--- config.mk ---
export PLATFORM = sky130hd
export DESIGN_NAME = fpu_mul_round_sp
export DESIGN_NICKNAME = d
export VERILOG_FILES = /design/src/rtl/fpu_mul_round_sp.sv
export SDC_FILE = /design/constraint.sdc
export NUM_CORES = 1
export LEC_CHECK = 0
export BUFFER_PORTS_ARGS = -buffer_cell sky130_fd_sc_hd__buf_2
export CAP_MARGIN = 20
export CORE_MARGIN = 2
export CORE_UTILIZATION = 45
export CTS_CLUSTER_DIAMETER = 200
export DETAILED_ROUTE_END_ITERATION = 16
export GPL_TIMING_DRIVEN = 1
export HOLD_SLACK_MARGIN = 0.15
export PLACE_DENSITY_LB_ADDON = 0.1
export SYNTH_ARGS = -nofsm -noshare
export SYNTH_HDL_FRONTEND = slang
export SYNTH_SLANG_ARGS = --single-unit
--- constraint.sdc ---
create_clock -name clk -period 3.25 [get_ports clk]
set_clock_uncertainty 0.15 [all_clocks]
set_input_delay 0.65 -clock clk [delete_from_list [all_inputs] [get_ports clk]]
set_output_delay 0.65 -clock clk [all_outputs]
set_load 0.005 [all_outputs]
--- src/rtl/fpu_mul_round_sp.sv ---
// fpu_mul_round_sp: normalize then round/pack stage of a single-precision multiplier, 2-deep valid/ready pipe.
// Define FPU_MUL_ROUND_EN for round-to-nearest-even; when undefined the fraction is truncated.
module fpu_mul_round_sp #(
    parameter int unsigned WIDTH = 32
) (
    input  logic             clk,
    input  logic             rst_n,
    input  logic             in_valid,
    output logic             in_ready,
    input  logic             in_sign,
    input  logic [9:0]       in_exp,
    input  logic [47:0]      in_mant,
    output logic             out_valid,
    input  logic             out_ready,
    output logic [WIDTH-1:0] result,
    output logic             overflow,
    output logic             underflow,
    output logic             inexact
);
    localparam int unsigned EXP_W  = 10;
    // Two extra exponent bits so the +1 adjustments can never wrap before the range checks
    localparam int unsigned XW     = EXP_W + 2;
    localparam int unsigned FRAC_W = 23;
    localparam int unsigned SUM_W  = FRAC_W + 1;
    localparam logic [XW-1:0] EXP_MAX = XW'(255);

    typedef struct packed {
        logic              sign;
        logic              zero;
        logic [XW-1:0]     exp;
        logic [FRAC_W-1:0] frac;
        logic              guard;
        logic              sticky;
    } s1_t;

    logic             s1_valid_q;
    logic             s2_valid_q;
    logic             s1_adv;
    s1_t              s1_d;
    s1_t              s1_q;
    logic             round_up;
    logic [SUM_W-1:0] frac_sum;
    logic [XW-1:0]    exp_fin;
    logic [31:0]      res_d;
    logic             ovf_d;
    logic             unf_d;
    logic             inx_d;
    logic [WIDTH-1:0] result_q;
    logic             ovf_q;
    logic             unf_q;
    logic             inx_q;

    assign s1_adv   = !s2_valid_q || out_ready;
    assign in_ready = !s1_valid_q || s1_adv;

    // S1: pick the leading-one position and split into fraction, guard and sticky
    always_comb begin
        s1_d      = '0;
        s1_d.sign = in_sign;
        s1_d.zero = (in_mant[47:46] == 2'b00);
        s1_d.exp  = {{(XW-EXP_W){in_exp[EXP_W-1]}}, in_exp} + XW'(in_mant[47]);
        if (in_mant[47]) begin
            s1_d.frac   = in_mant[46:24];
            s1_d.guard  = in_mant[23];
            s1_d.sticky = |in_mant[22:0];
        end else begin
            s1_d.frac   = in_mant[45:23];
            s1_d.guard  = in_mant[22];
            s1_d.sticky = |in_mant[21:0];
        end
    end

    // S2: round, absorb the carry into the exponent, then range-check and pack
    always_comb begin
        round_up = 1'b0;
`ifdef FPU_MUL_ROUND_EN
        round_up = s1_q.guard && (s1_q.sticky || s1_q.frac[0]);
`endif
        frac_sum = {1'b0, s1_q.frac} + SUM_W'(round_up);
        exp_fin  = s1_q.exp + XW'(frac_sum[FRAC_W]);
        res_d    = {s1_q.sign, exp_fin[7:0], frac_sum[FRAC_W-1:0]};
        ovf_d    = 1'b0;
        unf_d    = 1'b0;
        inx_d    = s1_q.guard || s1_q.sticky;
        if (s1_q.zero) begin
            res_d = {s1_q.sign, 31'b0};
            inx_d = 1'b0;
        end else if ($signed(exp_fin) >= $signed(EXP_MAX)) begin
            res_d = {s1_q.sign, 8'hFF, 23'h0};
            ovf_d = 1'b1;
            inx_d = 1'b1;
        end else if (exp_fin[XW-1] || (exp_fin == '0)) begin
            res_d = {s1_q.sign, 31'b0};
            unf_d = 1'b1;
            inx_d = 1'b1;
        end
    end

    always_ff @(posedge clk or negedge rst_n) begin
        if (!rst_n) begin
            s1_valid_q <= 1'b0;
            s1_q       <= '0;
            s2_valid_q <= 1'b0;
            result_q   <= '0;
            ovf_q      <= 1'b0;
            unf_q      <= 1'b0;
            inx_q      <= 1'b0;
        end else begin
            if (in_ready) begin
                s1_valid_q <= in_valid;
            end
            if (in_valid && in_ready) begin
                s1_q <= s1_d;
            end
            if (s1_adv) begin
                s2_valid_q <= s1_valid_q;
            end
            if (s1_adv && s1_valid_q) begin
                result_q <= WIDTH'(res_d);
                ovf_q    <= ovf_d;
                unf_q    <= unf_d;
                inx_q    <= inx_d;
            end
        end
    end

    assign out_valid = s2_valid_q;
    assign result    = result_q;
    assign overflow  = ovf_q;
    assign underflow = unf_q;
    assign inexact   = inx_q;

endmodule

==> summary.md, run 1 <==
| Metric | Value |
|---|---|
| Post-Route Setup TNS | `0 ns` |
| Biggest area consumer among synthesized cells | `dfrtp_1` |
| Largest net degree at the start of global routing | `76` |
| Hpwl dp | `4950 µm` |
| Register bit total from synthesis | `75` |
| Delay of the slowest critical-path stage | `0.39 ns` |
| Top Layer Used | `met4` |
| Worst-margin pin slew | `0.906 ns` |
| Die Y | `slightly below 90 µm` |
| Crit path max-delay family | `simple AND/OR/NAND/NOR gates` |
| Core area | `6870 µm²` |
| Grt ovf | `0` |
| Drt drc | `0` |
| Sequential-to-total area share from yosys stat | `just under 60%` |
| Worst hold-check path type | `input port to async pin` |
| Pwr per Cell Area | `around 590 nW/µm²` |
| DR iter-0 viols | `135` |
| DR vias | `between 2000 and 2500` |
| Ports | `100` |
| CTS tree | `built` |
| Cts bufs inserted | `9` |
| Combinational share of power | `16.2%` |
| Leak | `2.02 nW` |
| Area Growth Syn to Fin | `25.5%` |
| First-pass GRT wire length | `11100 µm` |
| N_diodes | `0` |
| Area of the multi-input gates | `approximately 1300 µm²` |
| WL met3 | `384 µm` |
| Placer Congestion | `around 0.74` |
| Max-cap violations | `0` |
| Synth Cell Area | `3230 µm²` |
| CP Launch Point | `out_ready` |
| Design internal power | `between 1.5 and 2 mW` |
| CP Class | `input port to register` |
| Num rows | `30` |
| Sequential cell area | `1880 µm²` |
| Tot GR Track Use | `18.5%` |
| Worst R2R End | `inexact` |
| Fin area | `between 4000 and 5000 µm²` |
| Sw Pwr | `just over 0.6 mW` |
| Antenna viol nets, final | `0` |
| Tmin final | `1.94 ns` |
| Vias in the first global route | `2299` |
| Max-slew violation count | `0` |
| CP Cell Sequence | `buf_2 > nand2b_1 > nand2_1 > buf_4 > nor2_1 > a221o_1` |
| Die ar. | `7880 µm²` |
| YS warnings | `0` |
| Clock share of power | `35.3%` |
| Post-CTS sizing | `0` |
| DR WL met2 | `3070 µm` |
| RSZ-0062 raised after global routing | `no` |
| Wire length per cell | `14.2 µm` |
| Sw Ratio | `between 20% and 30%` |
| Main area contributors after synthesis | `dfrtp_1, mux2i_1, a22o_1` |
| Die span in x | `88.8 µm` |
| Clk_lat worst skew | `~0.34 ns` |
| WP buf/inv | `2` |
| Commonest non-fill, non-tap cell in the layout | `buf_2` |
| CP Max Fanout | `29` |
| Dpl cell area | `3820 µm²` |
| Arrival time at the worst endpoint | `about 2.0 ns` |
| Mapped Avg Cell Area | `roughly 11 µm²` |
| Endpoints failing hold | `0` |
| Clock sinks | `75` |
| Reg2reg setup slack | `1.42 ns` |
| Total Wirelength | `about 6900 µm` |
| First drt pass iteration count | `4` |
| Commonest non-fill, non-tap cells in the layout | `buf_2, dfrtp_1, nand2_1, o21ai_1` |
| Clock Path Buffers | `2` |
| Slew margin rel. | `39.6%` |
| Status | `complete, no violations` |
| Critical Path RT | `~3.3 ns` |
| Fill cells | `624` |
| Slowest CP cell | `buf_4` |
| Reg power frac | `approximately 49%` |
| Reg2Reg Depth | `5` |
| PortBufs | `between 90 and 100` |
| Final worst-path cycle share | `59.7%` |
| Vias/cell | `between 5 and 6` |
| Fmax | `slightly above 500 MHz` |
| Layout Nets | `450` |
| Share of cells above drive strength 1 | `31.4%` |
| CP Depth | `6` |
| Worst VDD drop | `roughly 0.24 mV` |
| Antenna violations before repair | `0` |
| H-tree levels | `3` |
| Post-CTS setup buffer count | `0` |
| Clock transition at the registers of the reported paths | `0.08 ns` |
| Startpoint type of the worst setup path | `input port` |
| CP Capture Type | `register` |
| Post-synthesis cell type count | `32` |
| Initial core utilization | `47.1%` |
| R2r startpoint | `out_valid` |
| CTS Hold Bufs | `0` |
| Post-synth top area share | `58.0%` |
| Final setup vio count | `0` |
| Met1 WL | `3320 µm` |
| Crit path to | `inexact` |
| Cells after Synth | `287` |
| Syn_nets | `352` |
| CTS root buffer | `clkbuf_8` |
==> power groups by stage <==
| stage | Sequential [mW] | Combinational [mW] | Clock [mW] |
|---|---|---|---|
| after floorplan | 1.17 | 0.212 | 0 |
| after global placement | 1.18 | 0.388 | 0 |
| after detailed placement | 1.19 | 0.397 | 0 |
| after CTS | 1.17 | 0.398 | 0.870 |
| after global routing | 1.19 | 0.444 | 0.909 |
| final | 1.17 | 0.391 | 0.852 |
==> cells by family after synthesis <==
| group | after synthesis | synth area share [%] |
|---|---|---|
| flip-flops | 75 | 58.0 |
| XOR/XNOR | 8 | 2.17 |
| multiplexers | 28 | 8.82 |
| buffers and inverters | 17 | 2.59 |
| AO/OA/AOI/OAI | 73 | 15.3 |
| adder cells (fa/ha/maj) | 2 | 0.774 |
| AND/OR/NAND/NOR | 84 | 12.3 |
==> layout make-up <==
type	instances	share of cell area [%]
repair buffers	103	13.3
clock buffers	11	3.49
inverters	1	0.0925
clock inverters	4	2.44
well taps	96	2.96
multi-input cells	195	31.4
flip-flops and latches	75	46.3
==> per-layer routing <==
metal  vias up  GRT usage (%)
li1       1232              -
met1      1154           26.5
met2        76           27.7
met3        12           3.92
met4         0           7.44
met5         -              0
==> state kept, by name, summed over array words and instances (netlist names) <==
| name | flops |
|---|---|
| inexact | 1 |
| out_valid | 1 |
| overflow | 1 |
| result | 32 |
| s1_q | 38 |
| s1_valid_q | 1 |
| underflow | 1 |
==> Yosys cell counts <==
cell	n
dfrtp_1	75
nand2_1	44
o21ai_1	34
a22o_1	24
mux2i_1	24
nor2_1	9
clkbuf_1	7
nor3_1	7
nor4_1	6
xnor2_1	6
a221o_1	5
nand3_1	5
nand4_1	5
o21ai_0	5
buf_2	4
buf_1	3
mux2_1	3
nand2b_1	3
buf_6	2
ha_1	2
or3_1	2
xor2_1	2
a211oi_1	1
a21o_1	1
a31o_2	1
inv_1	1
mux2_2	1
nand3b_1	1
nor3_2	1
nor4_4	1
o21a_1	1
o31ai_1	1
==> worst min path at each step <==
stage / slack (ns) / endpoint / startpoint
floorplan: 0.20 / inexact / rst_n
global placement: 0.31 / overflow / overflow
detailed placement: 0.32 / overflow / overflow
CTS: 0.32 / result[31] / rst_n
global route: 0.35 / overflow / overflow
finish: 0.29 / s1_valid_q / rst_n
==> metrics by stage <==
stage / util [%] / power (mW) / worst slack [ns] / hold slack, ns / std cells
final: 59.1 / 2.41 / 1.31 / 0.288 / 485
after global routing: 59.1 / 2.54 / 1.18 / 0.351 / 485
after CTS: 59.1 / 2.44 / 1.32 / 0.322 / 485
after detailed placement: 55.6 / 1.58 / 0.941 / 0.320 / 470
after global placement: 55.6 / 1.57 / 1.00 / 0.313 / 470
after floorplan: - / 1.38 / 1.40 / 0.204 / 287
Note: power is estimated with default switching activity, not from simulation.
==> inputs of run 2 (changes only) <==
--- a/config.mk
+++ b/config.mk
@@ -5,6 +5,7 @@
 export SDC_FILE = /design/constraint.sdc
 export NUM_CORES = 1
 export LEC_CHECK = 0
+export ABC_AREA = 1
 export BUFFER_PORTS_ARGS = -buffer_cell sky130_fd_sc_hd__buf_2
 export CAP_MARGIN = 20
 export CORE_MARGIN = 2
==> constraint.sdc (replaced) <==
create_clock -name clk -period 1.75 [get_ports clk]
set_clock_uncertainty 0.15 [all_clocks]
set_input_delay 0.35 -clock clk [delete_from_list [all_inputs] [get_ports clk]]
set_output_delay 0.35 -clock clk [all_outputs]
set_load 0.005 [all_outputs]
==> summary.md, run 2 <==
| Metric | Value |
|---|---|
| Max-cap violations | `0` |
| Largest register by flop count | `s1_q` |
| Clock share of power | `about a quarter` |
| WP buf/inv | `5` |
| Syn_nets | `483` |
| Post-synth ARST share | `100%` |
| Number of synthesized flops with an enable pin | `0` |
| Clock Path Buffers | `2` |
| Die ar. | `8510 µm²` |
| CP Launch Point | `out_ready` |
| YS warnings | `0` |
| Die span in x | `92.3 µm` |
| Commonest cells post-synth | `nand2_1, dfrtp_1, nor2_1, a31oi_1, nand4_1` |
| Num rows | `32` |
| Endpoints failing hold | `0` |
| H-tree levels | `3` |
| Finished Layout Cells | `655` |
| Startpoint type of the worst setup path | `input port` |
| Hold_sp | `in_exp[5]` |
| First-pass GRT wire length | `14300 µm` |
| Delay of the slowest critical-path stage | `0.54 ns` |
| Initial core utilization | `45.8%` |
| Wire length per cell | `13.4 µm` |
| Total Wirelength | `8800 µm` |
| Worst hold-check path type | `input port to register` |
| Crit path max-delay family | `buffers and inverters` |
| Post-CTS setup buffer count | `0` |
| Final worst-path cycle share | `slightly above 90%` |
| Post-synthesis cell type count | `29` |
| Fmax | `a little over 600 MHz` |
| Clock sinks | `75` |
| CP Max Fanout | `10` |
| CP Capture Type | `register` |
| Tot GR Track Use | `21.2%` |
| Mapped Avg Cell Area | `8.38 µm²` |
| Synth Cell Area | `3500 µm²` |
| Pwr per Cell Area | `1050 nW/µm²` |
| Biggest area consumer among synthesized cells | `dfrtp_1` |
| Sequential-to-total area share from yosys stat | `around 54%` |
| Layout Nets | `about 610` |
| Clk_lat worst skew | `0.34 ns` |
| Worst VDD drop | `0.398 mV` |
| Cts bufs inserted | `9` |
| DR iter-0 viols | `188` |
| Post-Route Setup TNS | `0 ns` |
| Status | `complete, no violations` |
| Arrival time at the worst endpoint | `around 1.8 ns` |
| Largest net degree at the start of global routing | `just over 60` |
| Slew margin rel. | `70.8%` |
| Post-Place Cells | `607` |
| Sw Pwr | `1.59 mW` |
| Reg2Reg Depth | `6` |
| Max-slew violation count | `0` |
| Largest register FFs | `38` |
| PortBufs | `just under 100` |
| Area Growth Syn to Fin | `31.5%` |
| Final setup vio count | `0` |
| WHS Path Cells | `3` |
| Die Y | `92.3 µm` |
| RSZ-0062 raised after global routing | `yes` |
| Most frequent CP cell | `nand2_1` |
| Placer Congestion | `~0.82` |
| CTS tree | `built` |
| First drt pass iteration count | `4` |
| Final setup margin | `approximately 0.11 ns` |
| Core area | `7650 µm²` |
| Commonest non-fill, non-tap cell in the layout | `nand2_1` |
| Final core utilization | `approximately 60%` |
| Top-count cell post-synth | `nand2_1` |
| Tmin final | `between 1.5 and 2 ns` |
| R2r startpoint | `s1_q[34]` |
| Commonest non-fill, non-tap cells in the layout | `nand2_1, buf_2, dfrtp_1, nor2_1, dlygate4sd3_1` |
| DR vias | `3293` |
| WHS | `roughly 0.16 ns` |
| Clock transition at the registers of the reported paths | `0.07 ns` |
| Grt ovf | `0` |
| Antenna violations before repair | `0` |
| N_diodes | `0` |
| Slowest CP cell | `dlygate4sd3_1` |
| Post-synth top flop | `dfrtp_1` |
| Vias/cell | `5.03` |
| CP Depth | `11` |
| Post-synth top area share | `roughly 54%` |
| Main area contributors after synthesis | `dfrtp_1, nand2_1, nor2_1` |
| Ports | `100` |
| Sw Ratio | `approximately a third` |
| Share of cells above drive strength 1 | `26.0%` |
| Worst-margin pin slew | `about 0.44 ns` |
| CTS root buffer | `clkbuf_8` |
| Design internal power | `3.23 mW` |
| Reg power frac | `48.7%` |
| Critical Path RT | `between 1.5 and 2 ns` |
| Leak | `2.34 nW` |
| Combinational share of power | `a little over a quarter` |
| Vias in the first global route | `3016` |
| Cells after Synth | `418` |
| Hpwl dp | `5760 µm` |
| CP Cell Sequence | `buf_2 > inv_2 > dlygate4sd3_1 > nand2_1 > nand2_2 > nor2_4 > buf_6 > nand3_4 > nand2_1 > inv_1 > nand2_1` |
| Drt drc | `0` |
| Antenna viol nets, final | `0` |
| CP Class | `input port to register` |
| Register bit total from synthesis | `75` |
| Worst slack at placement | `0.0717 ns` |
==> run 2: power groups by stage <==
stage               Combinational (mW)  Sequential [mW]  Clock [mW]
floorplan                        0.677             2.37           0
global placement                  1.19             2.36           0
detailed placement                1.21             2.37           0
CTS                               1.27             2.34        1.23
global route                      1.43             2.39        1.32
finish                            1.26             2.35        1.21
==> run 2: cell type report <==
type	count	area, µm²
well taps	102	128
flip-flops and latches	75	1880
clock buffers	10	138
inverters	9	33.8
repair buffers	143	947
clock inverters	6	41.3
fillers	726	3040
multi-input cells	310	1440
==> run 2: per-layer routing <==
layer  up-vias  global-route usage [%]  share of wire (%)
met5         -                       0                  0
met4         0                    7.34                1.6
met3        15                    2.96                5.1
met2       102                    33.3                 45
met1      1535                    30.2                 48
li1       1641                       -                  -
==> run 2: kinds of logic after synthesis <==
group / count (synthesis) / share of synthesized area, %
buffers and inverters: 34 / 5.57
and+or+nand+nor: 266 / 32.9
xor gates and xnor gates: 3 / 0.750
DFF: 75 / 53.6
AOI/OAI and AO/OA: 38 / 6.53
adders and majority gates: 2 / 0.714
==> run 2: worst paths after layout <==
kind / to / slack (ns)
setup / recovery: inexact / 0.11
hold / removal: s1_q[30] / 0.16
setup reg to reg: result[28] / 0.20
hold reg to reg: underflow / 0.32
max in group asynchronous: s1_q[1] / 0.69
min in group asynchronous: result[31] / 0.30
==> run 2: tightest hold or removal path, delay by kind of cell <==
kind / cells / cell delay, ns
compound gates: 1 / 0.07
buf+inv: 1 / 0.13
simple gates: 1 / 0.07
==> run 2: timing repair <==
item                                    in CTS  in global routing
hold buffers                                31                  0
resized for setup                            0                  2
endpoints found under the setup margin       0                 32
hold endpoints to repair                   105                  0
==> run 2: through the flow <==
| step | instance area, µm² | power [mW] |
|---|---|---|
| after floorplan | 3500 | 3.04 |
| after global placement | 4100 | 3.56 |
| after detailed placement | 4100 | 3.58 |
| after CTS | 4590 | 4.84 |
| after global routing | 4610 | 5.14 |
| final | 4610 | 4.82 |
